--- src/rtl/sdram_arbiter.sv ---
`default_nettype none
// ============================================================================
// Module   : sdram_arbiter
// Function : Arbitrates CPU, instruction-cache and DMA requests onto a single
//            SDRAM port and interleaves periodic refresh.
// Revision : 1.0 - initial release
// ============================================================================
module sdram_arbiter #(
    parameter int REFRESH_PERIOD = 780,
    parameter int REFRESH_HOLD   = 12,
    parameter int TIMEOUT        = 255
) (
    input  logic        clk,
    input  logic        reset,
    input  logic        cpu_req,
    input  logic        cpu_rnw,
    input  logic [26:0] cpu_addr,
    input  logic [3:0]  cpu_be,
    input  logic [31:0] cpu_di,
    output logic        cpu_done,
    output logic [31:0] cpu_do,
    input  logic        ic_req,
    input  logic [26:0] ic_addr,
    output logic        ic_done,
    input  logic        dma_req,
    input  logic [26:0] dma_addr,
    input  logic [1:0]  dma_cnt,
    output logic        dma_done,
    output logic        ram_req,
    output logic [26:0] ram_addr,
    output logic        ram_rnw,
    output logic        ram_iscache,
    output logic        ram_dma,
    output logic [1:0]  ram_dmacnt,
    output logic [3:0]  ram_be,
    output logic [31:0] ram_di,
    output logic        ram_refresh,
    input  logic        ram_done,
    input  logic [31:0] ram_do32,
    output logic        busy,
    output logic        timeout_err
);

    localparam int c_RFSH_W = $clog2(REFRESH_PERIOD + 1);
    localparam int c_HOLD_W = $clog2(REFRESH_HOLD + 1);
    localparam int c_WAIT_W = $clog2(TIMEOUT + 1);

    localparam logic [c_RFSH_W-1:0] c_RFSH_MAX = c_RFSH_W'(REFRESH_PERIOD);
    localparam logic [c_HOLD_W-1:0] c_HOLD_END = c_HOLD_W'(REFRESH_HOLD - 1);
    localparam logic [c_WAIT_W-1:0] c_WAIT_END = c_WAIT_W'(TIMEOUT - 1);

    localparam logic [1:0] c_IDLE  = 2'd0;
    localparam logic [1:0] c_ISSUE = 2'd1;
    localparam logic [1:0] c_WAIT  = 2'd2;
    localparam logic [1:0] c_RFSH  = 2'd3;

    // Grantee encoding; c_G_NONE keeps the qualifier decodes low after reset.
    localparam logic [1:0] c_G_NONE = 2'd0;
    localparam logic [1:0] c_G_CPU  = 2'd1;
    localparam logic [1:0] c_G_IC   = 2'd2;
    localparam logic [1:0] c_G_DMA  = 2'd3;

    logic [1:0]          r_state;
    logic [1:0]          r_gnt;
    logic                r_last_ic;
    logic [c_RFSH_W-1:0] r_rfsh_cnt;
    logic                r_rfsh_pend;
    logic [c_HOLD_W-1:0] r_hold_cnt;
    logic [c_WAIT_W-1:0] r_wait_cnt;
    logic                r_timeout_err;
    logic                r_ram_req;
    logic                r_ram_refresh;
    logic [26:0]         r_ram_addr;
    logic                r_ram_rnw;
    logic [1:0]          r_ram_dmacnt;
    logic [3:0]          r_ram_be;
    logic [31:0]         r_ram_di;
    logic                r_cpu_done;
    logic                r_ic_done;
    logic                r_dma_done;
    logic [31:0]         r_cpu_do;

    logic w_expire;
    logic w_rfsh_due;
    logic w_serve_rfsh;
    logic w_cpu_win;
    logic w_ic_win;

    // An expiry in the same cycle as a request still wins, so it is folded in
    // here rather than waiting a cycle for the pending flag.
    assign w_expire     = (r_rfsh_cnt == c_RFSH_MAX);
    assign w_rfsh_due   = r_rfsh_pend || w_expire;
    assign w_serve_rfsh = (r_state == c_IDLE) && w_rfsh_due;

    assign w_cpu_win = cpu_req && (!ic_req || r_last_ic);
    assign w_ic_win  = ic_req && !w_cpu_win;

    always_ff @(posedge clk or posedge reset) begin
        if (reset) begin
            r_state       <= c_IDLE;
            r_gnt         <= c_G_NONE;
            r_last_ic     <= 1'b1;
            r_rfsh_cnt    <= '0;
            r_rfsh_pend   <= 1'b0;
            r_hold_cnt    <= '0;
            r_wait_cnt    <= '0;
            r_timeout_err <= 1'b0;
            r_ram_req     <= 1'b0;
            r_ram_refresh <= 1'b0;
            r_ram_addr    <= '0;
            r_ram_rnw     <= 1'b0;
            r_ram_dmacnt  <= '0;
            r_ram_be      <= '0;
            r_ram_di      <= '0;
            r_cpu_done    <= 1'b0;
            r_ic_done     <= 1'b0;
            r_dma_done    <= 1'b0;
            r_cpu_do      <= '0;
        end else begin
            r_ram_req     <= 1'b0;
            r_ram_refresh <= 1'b0;
            r_cpu_done    <= 1'b0;
            r_ic_done     <= 1'b0;
            r_dma_done    <= 1'b0;

            if (w_expire) begin
                r_rfsh_cnt <= '0;
            end else begin
                r_rfsh_cnt <= r_rfsh_cnt + c_RFSH_W'(1);
            end

            if (w_serve_rfsh) begin
                r_rfsh_pend <= 1'b0;
            end else if (w_expire) begin
                r_rfsh_pend <= 1'b1;
            end

            case (r_state)
                c_IDLE: begin
                    if (w_rfsh_due) begin
                        r_ram_refresh <= 1'b1;
                        r_hold_cnt    <= '0;
                        r_state       <= c_RFSH;
                    end else if (dma_req) begin
                        r_gnt        <= c_G_DMA;
                        r_ram_addr   <= dma_addr;
                        r_ram_rnw    <= 1'b1;
                        r_ram_be     <= '0;
                        r_ram_di     <= '0;
                        r_ram_dmacnt <= dma_cnt;
                        r_ram_req    <= 1'b1;
                        r_state      <= c_ISSUE;
                    end else if (w_cpu_win) begin
                        r_gnt        <= c_G_CPU;
                        r_ram_addr   <= cpu_addr;
                        r_ram_rnw    <= cpu_rnw;
                        r_ram_be     <= cpu_be;
                        r_ram_di     <= cpu_di;
                        r_ram_dmacnt <= '0;
                        r_ram_req    <= 1'b1;
                        r_state      <= c_ISSUE;
                    end else if (w_ic_win) begin
                        r_gnt        <= c_G_IC;
                        r_ram_addr   <= ic_addr;
                        r_ram_rnw    <= 1'b1;
                        r_ram_be     <= '0;
                        r_ram_di     <= '0;
                        r_ram_dmacnt <= '0;
                        r_ram_req    <= 1'b1;
                        r_state      <= c_ISSUE;
                    end
                end
                c_ISSUE: begin
                    r_wait_cnt <= '0;
                    r_state    <= c_WAIT;
                end
                c_WAIT: begin
                    if (ram_done) begin
                        case (r_gnt)
                            c_G_CPU: begin
                                r_cpu_done <= 1'b1;
                                r_last_ic  <= 1'b0;
                                if (r_ram_rnw) begin
                                    r_cpu_do <= ram_do32;
                                end
                            end
                            c_G_IC: begin
                                r_ic_done <= 1'b1;
                                r_last_ic <= 1'b1;
                            end
                            c_G_DMA: r_dma_done <= 1'b1;
                            default: ;
                        endcase
                        r_state <= c_IDLE;
                    end else if (r_wait_cnt == c_WAIT_END) begin
                        // Give up silently; the requester still holds req and
                        // is simply re-arbitrated from IDLE.
                        r_timeout_err <= 1'b1;
                        r_state       <= c_IDLE;
                    end else begin
                        r_wait_cnt <= r_wait_cnt + c_WAIT_W'(1);
                    end
                end
                c_RFSH: begin
                    if (r_hold_cnt == c_HOLD_END) begin
                        r_state <= c_IDLE;
                    end else begin
                        r_hold_cnt <= r_hold_cnt + c_HOLD_W'(1);
                    end
                end
                default: r_state <= c_IDLE;
            endcase
        end
    end

    assign cpu_done    = r_cpu_done;
    assign cpu_do      = r_cpu_do;
    assign ic_done     = r_ic_done;
    assign dma_done    = r_dma_done;
    assign ram_req     = r_ram_req;
    assign ram_addr    = r_ram_addr;
    assign ram_rnw     = r_ram_rnw;
    assign ram_iscache = (r_gnt == c_G_IC);
    assign ram_dma     = (r_gnt == c_G_DMA);
    assign ram_dmacnt  = r_ram_dmacnt;
    assign ram_be      = r_ram_be;
    assign ram_di      = r_ram_di;
    assign ram_refresh = r_ram_refresh;
    assign busy        = (r_state != c_IDLE);
    assign timeout_err = r_timeout_err;

endmodule
`default_nettype wire

--- config.mk ---
export PLATFORM = sky130hd
export DESIGN_NAME = sdram_arbiter
export DESIGN_NICKNAME = d
export VERILOG_FILES = /design/src/rtl/sdram_arbiter.sv
export SDC_FILE = /design/constraint.sdc
export NUM_CORES = 1
export LEC_CHECK = 0
export ABC_AREA = 1
export CORE_MARGIN = 3
export CORE_UTILIZATION = 46
export DETAILED_ROUTE_END_ITERATION = 16
export GPL_ROUTABILITY_DRIVEN = 0
export HOLD_SLACK_MARGIN = 0.03
export PLACE_DENSITY = 0.85
export SYNTH_ARGS = -nofsm -noshare
export SYNTH_HDL_FRONTEND = slang
export SYNTH_SLANG_ARGS = --single-unit
--- constraint.sdc ---
create_clock -name clk -period 6.6 [get_ports clk]
set_input_delay 0.99 -clock clk [delete_from_list [all_inputs] [get_ports clk]]
set_output_delay 0.99 -clock clk [all_outputs]
set_load 0.03 [all_outputs]
==> flow_results.xml, run 1 <==
<?xml version="1.0" encoding="UTF-8"?>
<metrics>
  <group name="synthesis">
    <metric name="synthesis.area_per_instance" unit="um2">9.11</metric>
    <metric name="syn_nets" unit="">857</metric>
    <metric name="synthesis.instances" unit="">691</metric>
    <metric name="synth_common_cells" unit="">224 x sky130_fd_sc_hd__nand2_1, 134 x sky130_fd_sc_hd__nand3_1, 131 x sky130_fd_sc_hd__dfrtp_1, 36 x sky130_fd_sc_hd__inv_1, 30 x sky130_fd_sc_hd__mux2_4</metric>
    <metric name="netlist_top_cells_area" unit="">sky130_fd_sc_hd__dfrtp_1 52%, sky130_fd_sc_hd__nand2_1 13%, sky130_fd_sc_hd__nand3_1 11%</metric>
    <metric name="postSynth.topFlopCell" unit="">sky130_fd_sc_hd__dfrtp_1</metric>
    <metric name="synth.yosys.warnings" unit="">0</metric>
    <metric name="synth_enable_flop_cells" unit="">0</metric>
    <metric name="netlist_area" unit="um2">6300</metric>
    <metric name="synth_seq_area_share" unit="">0.525</metric>
    <metric name="post-synth-top-area-fraction" unit="">0.521</metric>
    <metric name="postSynth.asyncResetShare" unit="">1.00</metric>
    <metric name="postSynthRegisterBits" unit="">132</metric>
    <metric name="post-synth-top-area-cell" unit="">sky130_fd_sc_hd__dfrtp_1</metric>
    <metric name="synthMostInstantiatedCell" unit="">sky130_fd_sc_hd__nand2_1</metric>
    <metric name="yosysUniqueCellTypes" unit="">34</metric>
  </group>
  <group name="cts">
    <metric name="cts_made_buffers" unit="">17</metric>
    <metric name="clk_pin_slew" unit="ns">0.06</metric>
    <metric name="postCtsResizedCells" unit="">0</metric>
    <metric name="h-tree-depth" unit="">4</metric>
    <metric name="worstSkewPairLatency" unit="ns">0.41</metric>
    <metric name="cts_hold_repair.buffers" unit="">0</metric>
    <metric name="post-cts-setup-buffer-count" unit="">0</metric>
    <metric name="clk_path_buf_depth" unit="">2</metric>
    <metric name="cts_tree" unit="">done</metric>
    <metric name="clock_tree.root_cell" unit="">sky130_fd_sc_hd__clkbuf_16</metric>
    <metric name="cts.sinks" unit="">132</metric>
  </group>
  <group name="power_and_ir_drop">
    <metric name="vdd.ir_drop.worst" unit="mV">0.250</metric>
    <metric name="power.leakage" unit="nW">4.61</metric>
    <metric name="pwr_density_cell" unit="nW/um2">410</metric>
  </group>
  <group name="run">
    <metric name="maxCapViolCount" unit="">0</metric>
  </group>
  <group name="setup_path">
    <metric name="critical_path.max_fanout" unit="">33</metric>
    <metric name="worstReg2RegStart" unit="">r_last_ic$_DFFE_PP1P_</metric>
    <metric name="timing.rr.end" unit="">ram_addr[5]$_DFFE_PP0P_</metric>
    <metric name="crit_start" unit="">ic_req</metric>
    <metric name="endpoint" unit="">ram_addr[5]$_DFFE_PP0P_</metric>
    <metric name="worst-r2r-cell-count" unit="">9</metric>
    <metric name="criticalPathCategory" unit="">in -&gt; reg</metric>
    <metric name="sort_of_element_at_the_start_of_the_critical_path" unit="">primary input</metric>
    <metric name="timing.critical_path.to_type" unit="">flip-flop</metric>
    <metric name="cp_data_arrival_time" unit="ns">3.90</metric>
    <metric name="timing.critical_path.required" unit="ns">6.95</metric>
    <metric name="ff2ff_setup_slack" unit="ns">3.46</metric>
  </group>
  <group name="route">
    <metric name="amount_of_wire_on_met2_after_detailed_routing" unit="mm">9.29</metric>
    <metric name="drt-pass1-iter-count" unit="">4</metric>
    <metric name="dr_total_vias" unit="">5655</metric>
    <metric name="maxUsedRoutingLayer" unit="">met5</metric>
    <metric name="detail-route-antenna-nets" unit="">0</metric>
    <metric name="routedLengthMet1" unit="mm">6.81</metric>
    <metric name="wl_met3" unit="mm">1.66</metric>
    <metric name="totalWireLength" unit="mm">18.5</metric>
    <metric name="avgRoutedWirePerCell" unit="um">16.3</metric>
    <metric name="drt_iter0_markers" unit="">254</metric>
    <metric name="drc" unit="">0</metric>
    <metric name="detail_route.vias_per_cell" unit="">5.00</metric>
  </group>
  <group name="finish">
    <metric name="stdcell_count" unit="">1132</metric>
    <metric name="drive_gt1_frac" unit="">0.106</metric>
    <metric name="layout.filler_cells" unit="">1001</metric>
    <metric name="final-seq-area" unit="um2">3300</metric>
    <metric name="design.final.nets" unit="">1109</metric>
    <metric name="areaGrowthSynthToFinish" unit="%">51.8</metric>
    <metric name="multi_input_area" unit="um2">2620</metric>
  </group>
  <group name="floorplanning">
    <metric name="core_area" unit="um2">13300</metric>
    <metric name="initial_utilization" unit="">0.474</metric>
    <metric name="die-area" unit="um2">15100</metric>
    <metric name="fp.dieW" unit="um">123</metric>
    <metric name="floorplan.io_pins" unit="">265</metric>
    <metric name="core.rowCount" unit="">42</metric>
    <metric name="die_height" unit="um">123</metric>
  </group>
  <group name="sta">
    <metric name="worst-slew-pin-transition" unit="ns">1.11</metric>
    <metric name="totalNegativeSetupSlack" unit="ns">0</metric>
    <metric name="timing.final.max_slew_violations" unit="">0</metric>
    <metric name="final_min_period_over_clock_period" unit="">0.539</metric>
    <metric name="rsz0062_at_grt" unit="">no</metric>
    <metric name="post-route-min-period" unit="ns">3.56</metric>
    <metric name="setup_viol_count_final" unit="">0</metric>
    <metric name="final.setup_skew" unit="ns">0.00479</metric>
    <metric name="max_freq" unit="MHz">281</metric>
    <metric name="timing.slew.headroom" unit="">0.257</metric>
    <metric name="hold_viol_final" unit="">0</metric>
  </group>
  <group name="place">
    <metric name="place.detailed.instances" unit="">1100</metric>
    <metric name="io_buffers" unit="">264</metric>
    <metric name="dp_hpwl" unit="mm">13.2</metric>
  </group>
  <group name="global_route">
    <metric name="pin_count_of_the_biggest_net_entering_global_routing" unit="">79</metric>
    <metric name="antenna_found_initial" unit="">1</metric>
    <metric name="overflow" unit="">0</metric>
    <metric name="number_of_global_route_vias_before_repair" unit="">5588</metric>
    <metric name="gr-usage-all-layers" unit="">0.246</metric>
    <metric name="wire_length_of_the_first_global_routing_pass" unit="mm">28.3</metric>
  </group>
  <group name="outcome">
    <metric name="run_status" unit="">completed</metric>
  </group>
  <group name="min_path">
    <metric name="worstHoldPathType" unit="">reg -&gt; reg</metric>
  </group>
</metrics>
where the power goes:
part	switching, mW	total (mW)	internal (mW)
clock network	0.353	0.914	0.562
registers	0.157	1.22	1.06
logic	1.05	1.78	0.735
total	1.56	3.92	2.36
logic make-up (layout without fill, tap and decap cells):
group           after synthesis  in the layout  share of synthesized area
simple gates                417            417                      0.298
flops                       132            132                      0.525
other cells                   0              1                          0
mux                          32             32                     0.0751
buf+inv                      76            340                     0.0598
xor+xnor                      7              7                    0.00974
fa+ha+maj                     8              8                     0.0159
compound gates               19             19                     0.0169
layer usage:
| layer | vias to the layer above | global-route usage |
|---|---|---|
| met5 | - | 0 |
| met4 | 2 | 0.122 |
| met3 | 45 | 0.0942 |
| met2 | 231 | 0.411 |
| met1 | 2630 | 0.276 |
| li1 | 2747 | - |
cells in the final DEF, fill, tap and decap left out, types with 2 or more instances in the layout:
cell type and count:
sky130_fd_sc_hd__mux2_4 30, sky130_fd_sc_hd__nor2_1 21, sky130_fd_sc_hd__clkdlybuf4s50_1 264, sky130_fd_sc_hd__nor3_1 4, sky130_fd_sc_hd__buf_4 5, sky130_fd_sc_hd__o21ai_0 8
sky130_fd_sc_hd__nor2_2 3, sky130_fd_sc_hd__nor2_4 6, sky130_fd_sc_hd__bufinv_16 2, sky130_fd_sc_hd__nand2_2 12, sky130_fd_sc_hd__nand4_1 7, sky130_fd_sc_hd__dfrtp_1 131
sky130_fd_sc_hd__mux2_2 2, sky130_fd_sc_hd__o21bai_1 2, sky130_fd_sc_hd__clkbuf_16 17, sky130_fd_sc_hd__clkinvlp_4 5, sky130_fd_sc_hd__xor2_1 6, sky130_fd_sc_hd__ha_1 8
sky130_fd_sc_hd__clkinv_2 4, sky130_fd_sc_hd__inv_6 2, sky130_fd_sc_hd__a21oi_1 6, sky130_fd_sc_hd__inv_2 4, sky130_fd_sc_hd__nand3_1 134, sky130_fd_sc_hd__nand2_1 224
sky130_fd_sc_hd__inv_1 35
cell type report:
cell class,instances,share of cell area
Clock buffer,18,0.0460
Antenna cell,1,0.000262
Inverter,40,0.0162
Multi-Input combinational cell,483,0.274
Sequential cell,132,0.346
Tap cell,176,0.0230
Timing Repair Buffer,269,0.280
Clock inverter,13,0.0141
sequential cells by signal, indices dropped and copies added (netlist names), 4 cells and up:
register,count
ram_di,32
ram_be,4
ram_addr,27
r_rfsh_cnt,10
r_wait_cnt,8
r_hold_cnt,4
cpu_do,32
through the flow:
stage	total power [mW]	setup slack [ns]	hold WS [ns]	utilization	cell area [um2]
after global placement	3.00	2.72	0.460	0.675	8980
after global routing	4.13	2.83	0.494	0.719	9550
after CTS	3.96	3.09	0.482	0.719	9550
after floorplan	2.31	2.09	0.467	-	6300
after detailed placement	3.03	2.66	0.467	0.675	8980
final	3.92	3.04	0.479	0.719	9560
worst min path at each step:
stage | startpoint | endpoint | cells past startpoint
2_1_floorplan | r_last_ic$_DFFE_PP1P_ | r_last_ic$_DFFE_PP1P_ | 2
3_5_place_dp | ram_be[3]$_DFFE_PP0P_ | ram_be[3]$_DFFE_PP0P_ | 2
3_3_place_gp | ram_di[21]$_DFFE_PP0P_ | ram_di[21]$_DFFE_PP0P_ | 2
4_1_cts | ram_di[18]$_DFFE_PP0P_ | ram_di[18]$_DFFE_PP0P_ | 2
5_1_grt | ram_di[22]$_DFFE_PP0P_ | ram_di[22]$_DFFE_PP0P_ | 2
6_report | ram_di[22]$_DFFE_PP0P_ | ram_di[22]$_DFFE_PP0P_ | 2
worst max-delay path, cell delays in order:
cell and delay, ns:
sky130_fd_sc_hd__clkdlybuf4s50_1 0.41, sky130_fd_sc_hd__nand2_1 0.08, sky130_fd_sc_hd__nand2_1 0.64, sky130_fd_sc_hd__nor2_4 0.93, sky130_fd_sc_hd__buf_4 0.46, sky130_fd_sc_hd__nand2_1 0.10
sky130_fd_sc_hd__nand3_1 0.09, sky130_fd_sc_hd__nand3_1 0.08, sky130_fd_sc_hd__nand2_1 0.09
Note: power is estimated with default switching activity, not from simulation.
==> inputs of run 2 (changes only) <==
--- a/config.mk
+++ b/config.mk
@@ -7,11 +7,11 @@
 export LEC_CHECK = 0
 export ABC_AREA = 1
 export CORE_MARGIN = 3
-export CORE_UTILIZATION = 46
+export CORE_UTILIZATION = 43
 export DETAILED_ROUTE_END_ITERATION = 16
 export GPL_ROUTABILITY_DRIVEN = 0
 export HOLD_SLACK_MARGIN = 0.03
-export PLACE_DENSITY = 0.85
+export PLACE_DENSITY = 0.8
 export SYNTH_ARGS = -nofsm -noshare
 export SYNTH_HDL_FRONTEND = slang
 export SYNTH_SLANG_ARGS = --single-unit
==> constraint.sdc (replaced) <==
create_clock -name clk -period 3.6 [get_ports clk]
set_input_delay 0.54 -clock clk [delete_from_list [all_inputs] [get_ports clk]]
set_output_delay 0.54 -clock clk [all_outputs]
set_load 0.03 [all_outputs]
==> flow_results.xml, run 2 (synthesized netlist as in run 1, its figures left out) <==
<?xml version="1.0" encoding="UTF-8"?>
<metrics>
  <group name="outcome">
    <metric name="run_status" unit="">completed</metric>
  </group>
  <group name="sta">
    <metric name="worst-slew-pin-transition" unit="ns">0.855</metric>
    <metric name="min_setup_slack_post_route" unit="ns">1.23</metric>
    <metric name="final_min_period_over_clock_period" unit="">0.660</metric>
    <metric name="hold_viol_final" unit="">0</metric>
    <metric name="timing.final.max_slew_violations" unit="">0</metric>
    <metric name="rsz0062_at_grt" unit="">no</metric>
    <metric name="timing.slew.headroom" unit="">0.430</metric>
    <metric name="post-route-min-period" unit="ns">2.37</metric>
    <metric name="fin_hold_ws" unit="ns">0.478</metric>
    <metric name="final.setup_skew" unit="ns">0.00922</metric>
    <metric name="totalNegativeSetupSlack" unit="ns">0</metric>
    <metric name="max_freq" unit="MHz">421</metric>
    <metric name="setup_viol_count_final" unit="">0</metric>
  </group>
  <group name="route">
    <metric name="totalWireLength" unit="mm">18.6</metric>
    <metric name="drc" unit="">0</metric>
    <metric name="drt_iter0_markers" unit="">317</metric>
    <metric name="avgRoutedWirePerCell" unit="um">16.4</metric>
    <metric name="detail-route-antenna-nets" unit="">0</metric>
    <metric name="detail_route.vias_per_cell" unit="">5.03</metric>
    <metric name="drt-pass1-iter-count" unit="">5</metric>
    <metric name="dr_total_vias" unit="">5730</metric>
  </group>
  <group name="power_and_ir_drop">
    <metric name="power.leakage" unit="nW">4.68</metric>
    <metric name="gate_power_share" unit="">0.441</metric>
    <metric name="switching_part_of_the_total_power" unit="">0.386</metric>
    <metric name="power.clock.fraction" unit="">0.257</metric>
    <metric name="pwr_density_cell" unit="nW/um2">770</metric>
    <metric name="internal_power" unit="mW">4.58</metric>
    <metric name="fin_total_pwr" unit="mW">7.46</metric>
    <metric name="vdd.ir_drop.worst" unit="mV">0.380</metric>
    <metric name="p_seq_frac" unit="">0.301</metric>
    <metric name="switching_power" unit="mW">2.88</metric>
  </group>
  <group name="cts">
    <metric name="cts.sinks" unit="">132</metric>
    <metric name="cts_hold_repair.buffers" unit="">0</metric>
    <metric name="clk_path_buf_depth" unit="">2</metric>
    <metric name="h-tree-depth" unit="">4</metric>
    <metric name="clock_tree.root_cell" unit="">sky130_fd_sc_hd__clkbuf_16</metric>
    <metric name="clk_pin_slew" unit="ns">0.06</metric>
    <metric name="cts_tree" unit="">done</metric>
    <metric name="postCtsResizedCells" unit="">0</metric>
    <metric name="cts_made_buffers" unit="">17</metric>
    <metric name="worstSkewPairLatency" unit="ns">0.42</metric>
    <metric name="post-cts-setup-buffer-count" unit="">0</metric>
  </group>
  <group name="setup_path">
    <metric name="crit_path_cell_trace" unit="">nor2_4 &gt; inv_1 &gt; clkdlybuf4s50_1</metric>
    <metric name="critical_path.max_fanout" unit="">5</metric>
    <metric name="crit_start" unit="">r_state[1]$_DFFE_PP0P_</metric>
    <metric name="ff2ff_setup_slack" unit="ns">1.36</metric>
    <metric name="critPathSlowestCell" unit="">sky130_fd_sc_hd__clkdlybuf4s50_1</metric>
    <metric name="sort_of_element_at_the_start_of_the_critical_path" unit="">flip-flop</metric>
    <metric name="worstReg2RegStart" unit="">r_rfsh_cnt[0]$_DFF_PP0_</metric>
    <metric name="criticalPathCategory" unit="">reg -&gt; out</metric>
    <metric name="timing.critical_path.to_type" unit="">primary output</metric>
    <metric name="critical-path-max-stage-delay" unit="ns">0.62</metric>
    <metric name="timing.critical_path.required" unit="ns">3.06</metric>
    <metric name="cp_data_arrival_time" unit="ns">1.83</metric>
    <metric name="timing.rr.end" unit="">ram_addr[7]$_DFFE_PP0P_</metric>
    <metric name="worst-r2r-cell-count" unit="">10</metric>
  </group>
  <group name="run">
    <metric name="maxCapViolCount" unit="">0</metric>
  </group>
  <group name="place">
    <metric name="placed_area" unit="um2">9030</metric>
    <metric name="dp_hpwl" unit="mm">13.4</metric>
    <metric name="dpl_worst_slack" unit="ns">0.927</metric>
    <metric name="io_buffers" unit="">264</metric>
    <metric name="place.detailed.instances" unit="">1108</metric>
  </group>
  <group name="min_path">
    <metric name="worst_hold_startpoint" unit="">ram_di[29]$_DFFE_PP0P_</metric>
    <metric name="worstHoldPathType" unit="">reg -&gt; reg</metric>
    <metric name="min_delay_path_depth" unit="">2</metric>
    <metric name="hold_path_end" unit="">ram_di[29]$_DFFE_PP0P_</metric>
  </group>
  <group name="floorplanning">
    <metric name="die-area" unit="um2">16100</metric>
    <metric name="core.rowCount" unit="">43</metric>
    <metric name="floorplan.io_pins" unit="">265</metric>
    <metric name="die_height" unit="um">127</metric>
    <metric name="fp.dieW" unit="um">127</metric>
    <metric name="initial_utilization" unit="">0.447</metric>
    <metric name="core_area" unit="um2">14100</metric>
  </group>
  <group name="global_route">
    <metric name="wire_length_of_the_first_global_routing_pass" unit="mm">29.3</metric>
    <metric name="number_of_global_route_vias_before_repair" unit="">5749</metric>
    <metric name="pin_count_of_the_biggest_net_entering_global_routing" unit="">133</metric>
    <metric name="overflow" unit="">0</metric>
    <metric name="antenna_found_initial" unit="">1</metric>
    <metric name="gr-usage-all-layers" unit="">0.232</metric>
  </group>
  <group name="finish">
    <metric name="layout.filler_cells" unit="">1136</metric>
    <metric name="multi_input_area" unit="um2">2620</metric>
    <metric name="finalInstanceArea" unit="um2">9680</metric>
    <metric name="drive_gt1_frac" unit="">0.109</metric>
    <metric name="layout_commonest_cell" unit="">sky130_fd_sc_hd__clkdlybuf4s50_1</metric>
    <metric name="final-seq-area" unit="um2">3300</metric>
    <metric name="areaGrowthSynthToFinish" unit="%">53.8</metric>
    <metric name="stdcell_count" unit="">1139</metric>
    <metric name="antenna_cells_inserted" unit="">0</metric>
    <metric name="design.final.nets" unit="">1113</metric>
    <metric name="most-common-layout-cells" unit="">264 x sky130_fd_sc_hd__clkdlybuf4s50_1, 224 x sky130_fd_sc_hd__nand2_1, 134 x sky130_fd_sc_hd__nand3_1</metric>
    <metric name="postLayoutCoreUtil" unit="">0.687</metric>
  </group>
</metrics>
## run 2: changes by cell type in the layout (fill, tap and decap cells not counted)
cell,change
sky130_fd_sc_hd__inv_6,-1
sky130_fd_sc_hd__clkinvlp_4,-3
sky130_fd_sc_hd__clkinv_2,-2
sky130_fd_sc_hd__clkbuf_8,+1
sky130_fd_sc_hd__diode_2,-1
sky130_fd_sc_hd__bufinv_16,+3
sky130_fd_sc_hd__buf_12,+1
sky130_fd_sc_hd__buf_4,+3
sky130_fd_sc_hd__clkinv_4,+2
## run 2: metal layers
layer,vias to the layer above,GRT usage,wire length (um)
met2,222,0.394,9300
met4,2,0.0921,622
met5,-,0,15
met1,2712,0.272,7330
met3,41,0.0782,1360
li1,2753,-,-
## run 2: how the worst max path moves through the flow
stage | slack (ns) | end | depth (start not counted)
2_1_floorplan | 1.42 | cpu_do[0]$_DFFE_PP0P_ | 1
3_3_place_gp | 0.93 | ram_addr[6]$_DFFE_PP0P_ | 9
3_5_place_dp | 0.93 | ram_addr[6]$_DFFE_PP0P_ | 9
4_1_cts | 1.20 | busy | 3
5_1_grt | 1.12 | ram_addr[7]$_DFFE_PP0P_ | 10
6_report | 1.23 | busy | 3
## run 2: layout make-up
type,instances,share of cell area
flip-flops and latches,132,0.341
inverters,40,0.0159
multi-input cells,483,0.271
well taps,180,0.0233
clock inverters,12,0.0209
repair buffers,273,0.281
clock buffers,19,0.0468
## run 2: critical path, delay by kind of cell, from the launching register on
family | cells | cell delay, ns
DFF | 1 | 0.45
and+or+nand+nor | 1 | 0.22
buffers and inverters | 2 | 0.75
## run 2: power by group through the flow
| stage | Clock, mW | Sequential [mW] | Combinational (mW) |
|---|---|---|---|
| 6_report | 1.92 | 2.25 | 3.29 |
| 5_1_grt | 2.02 | 2.31 | 3.50 |
| 4_1_cts | 1.95 | 2.25 | 3.34 |
| 3_5_place_dp | 0 | 2.26 | 3.32 |
| 3_3_place_gp | 0 | 2.25 | 3.28 |
| 2_1_floorplan | 0 | 3.08 | 1.15 |
==> inputs of run 3 (changes only) <==
==> constraint.sdc (replaced) <==
create_clock -name clk -period 2.48 [get_ports clk]
set_input_delay 0.372 -clock clk [delete_from_list [all_inputs] [get_ports clk]]
set_output_delay 0.372 -clock clk [all_outputs]
set_load 0.03 [all_outputs]
==> flow_results.xml, run 3 (synthesized netlist as in run 1, its figures left out) <==
<?xml version="1.0" encoding="UTF-8"?>
<metrics>
  <group name="sta">
    <metric name="setup_viol_count_final" unit="">0</metric>
    <metric name="rsz0062_at_grt" unit="">no</metric>
    <metric name="timing.final.max_slew_violations" unit="">0</metric>
    <metric name="timing.slew.headroom" unit="">0.606</metric>
    <metric name="fin_hold_ws" unit="ns">0.431</metric>
    <metric name="worst-slew-pin-transition" unit="ns">0.590</metric>
    <metric name="final.setup_skew" unit="ns">0.00724</metric>
    <metric name="post-route-min-period" unit="ns">2.15</metric>
    <metric name="max_freq" unit="MHz">465</metric>
    <metric name="final_min_period_over_clock_period" unit="">0.867</metric>
    <metric name="min_setup_slack_post_route" unit="ns">0.330</metric>
    <metric name="totalNegativeSetupSlack" unit="ns">0</metric>
    <metric name="hold_viol_final" unit="">0</metric>
  </group>
  <group name="power_and_ir_drop">
    <metric name="gate_power_share" unit="">0.464</metric>
    <metric name="pwr_density_cell" unit="nW/um2">1090</metric>
    <metric name="p_seq_frac" unit="">0.312</metric>
    <metric name="switching_power" unit="mW">4.12</metric>
    <metric name="power.clock.fraction" unit="">0.224</metric>
    <metric name="power.leakage" unit="nW">4.66</metric>
    <metric name="switching_part_of_the_total_power" unit="">0.393</metric>
    <metric name="fin_total_pwr" unit="mW">10.5</metric>
    <metric name="internal_power" unit="mW">6.36</metric>
    <metric name="vdd.ir_drop.worst" unit="mV">0.573</metric>
  </group>
  <group name="place">
    <metric name="io_buffers" unit="">264</metric>
    <metric name="placed_area" unit="um2">9100</metric>
    <metric name="dpl_worst_slack" unit="ns">0.416</metric>
    <metric name="dp_hpwl" unit="mm">13.5</metric>
    <metric name="place.detailed.instances" unit="">1111</metric>
  </group>
  <group name="floorplanning">
    <metric name="fp.dieW" unit="um">127</metric>
    <metric name="die_height" unit="um">127</metric>
    <metric name="initial_utilization" unit="">0.447</metric>
    <metric name="floorplan.io_pins" unit="">265</metric>
    <metric name="die-area" unit="um2">16100</metric>
    <metric name="core_area" unit="um2">14100</metric>
    <metric name="core.rowCount" unit="">43</metric>
  </group>
  <group name="cts">
    <metric name="clock_tree.root_cell" unit="">sky130_fd_sc_hd__clkbuf_16</metric>
    <metric name="post-cts-setup-buffer-count" unit="">0</metric>
    <metric name="h-tree-depth" unit="">4</metric>
    <metric name="worstSkewPairLatency" unit="ns">0.41</metric>
    <metric name="clk_pin_slew" unit="ns">0.05</metric>
    <metric name="cts.sinks" unit="">132</metric>
    <metric name="cts_made_buffers" unit="">17</metric>
    <metric name="cts_tree" unit="">done</metric>
    <metric name="clk_path_buf_depth" unit="">2</metric>
    <metric name="postCtsResizedCells" unit="">0</metric>
    <metric name="cts_hold_repair.buffers" unit="">0</metric>
  </group>
  <group name="setup_path">
    <metric name="sort_of_element_at_the_start_of_the_critical_path" unit="">flip-flop</metric>
    <metric name="criticalPathCategory" unit="">reg -&gt; out</metric>
    <metric name="timing.critical_path.required" unit="ns">2.11</metric>
    <metric name="timing.critical_path.to_type" unit="">primary output</metric>
    <metric name="critical_path.max_fanout" unit="">5</metric>
    <metric name="cp_data_arrival_time" unit="ns">1.78</metric>
  </group>
  <group name="route">
    <metric name="totalWireLength" unit="mm">18.6</metric>
    <metric name="dr_total_vias" unit="">5671</metric>
    <metric name="detail_route.vias_per_cell" unit="">4.97</metric>
    <metric name="detail-route-antenna-nets" unit="">0</metric>
    <metric name="drt_iter0_markers" unit="">279</metric>
    <metric name="drt-pass1-iter-count" unit="">4</metric>
    <metric name="avgRoutedWirePerCell" unit="um">16.3</metric>
    <metric name="drc" unit="">0</metric>
  </group>
  <group name="finish">
    <metric name="layout_commonest_cell" unit="">sky130_fd_sc_hd__clkdlybuf4s50_1</metric>
    <metric name="layout.filler_cells" unit="">1137</metric>
    <metric name="most-common-layout-cells" unit="">264 x sky130_fd_sc_hd__clkdlybuf4s50_1, 224 x sky130_fd_sc_hd__nand2_1, 134 x sky130_fd_sc_hd__nand3_1</metric>
    <metric name="postLayoutCoreUtil" unit="">0.684</metric>
    <metric name="stdcell_count" unit="">1141</metric>
    <metric name="multi_input_area" unit="um2">2620</metric>
    <metric name="areaGrowthSynthToFinish" unit="%">53.1</metric>
    <metric name="design.final.nets" unit="">1116</metric>
    <metric name="drive_gt1_frac" unit="">0.105</metric>
    <metric name="final-seq-area" unit="um2">3300</metric>
    <metric name="finalInstanceArea" unit="um2">9640</metric>
    <metric name="antenna_cells_inserted" unit="">0</metric>
  </group>
  <group name="global_route">
    <metric name="antenna_found_initial" unit="">0</metric>
    <metric name="wire_length_of_the_first_global_routing_pass" unit="mm">29.4</metric>
    <metric name="number_of_global_route_vias_before_repair" unit="">5797</metric>
    <metric name="overflow" unit="">0</metric>
    <metric name="pin_count_of_the_biggest_net_entering_global_routing" unit="">74</metric>
    <metric name="gr-usage-all-layers" unit="">0.232</metric>
  </group>
  <group name="run">
    <metric name="maxCapViolCount" unit="">0</metric>
  </group>
  <group name="min_path">
    <metric name="worstHoldPathType" unit="">in -&gt; async</metric>
  </group>
  <group name="outcome">
    <metric name="run_status" unit="">completed</metric>
  </group>
</metrics>
[run 3: power by group through the flow]
| stage | clock network [mW] | registers, mW | logic [mW] |
|---|---|---|---|
| finish | 2.35 | 3.27 | 4.87 |
| floorplan | 0 | 4.47 | 1.67 |
| global route | 2.49 | 3.36 | 5.17 |
| CTS | 2.40 | 3.27 | 4.91 |
| global placement | 0 | 3.27 | 4.84 |
| detailed placement | 0 | 3.27 | 4.90 |
[run 3: path summary, 6_finish.rpt]
| path | to | slack (ns) | cells past startpoint | from |
|---|---|---|---|---|
| worst max register to register | ram_di[15]$_DFFE_PP0P_ | 0.62 | 10 | r_rfsh_cnt[0]$_DFF_PP0_ |
| min in group clk | ram_addr[4]$_DFFE_PP0P_ | 0.47 | 2 | ram_addr[4]$_DFFE_PP0P_ |
| worst max-delay path | busy | 0.33 | 3 | r_state[1]$_DFFE_PP0P_ |
| worst min register to register | ram_addr[4]$_DFFE_PP0P_ | 0.47 | 2 | ram_addr[4]$_DFFE_PP0P_ |
| worst min-delay path | cpu_do[3]$_DFFE_PP0P_ | 0.43 | 3 | reset |
| max in group asynchronous | r_wait_cnt[0]$_DFFE_PP0P_ | 1.68 | 3 | reset |
[run 3: per-layer routing]
layer | vias up | track usage | share of wire
li1 | 2751 | - | -
met1 | 2624 | 0.275 | 0.40
met2 | 254 | 0.391 | 0.50
met3 | 42 | 0.0711 | 0.072
met4 | 0 | 0.102 | 0.034
met5 | - | 0 | 0
[run 3: cell type report]
cell class	instances	share of cell area
Tap cell	180	0.0234
Clock inverter	6	0.00831
Inverter	40	0.0160
Timing Repair Buffer	276	0.290
Multi-Input combinational cell	483	0.272
Sequential cell	132	0.343
Clock buffer	24	0.0479
[run 3: worst max-delay path, cell delays in order (launching register included)]
cell,delay [ns]
sky130_fd_sc_hd__dfrtp_1,0.43
sky130_fd_sc_hd__nor2_4,0.20
sky130_fd_sc_hd__inv_1,0.11
sky130_fd_sc_hd__clkdlybuf4s50_1,0.62
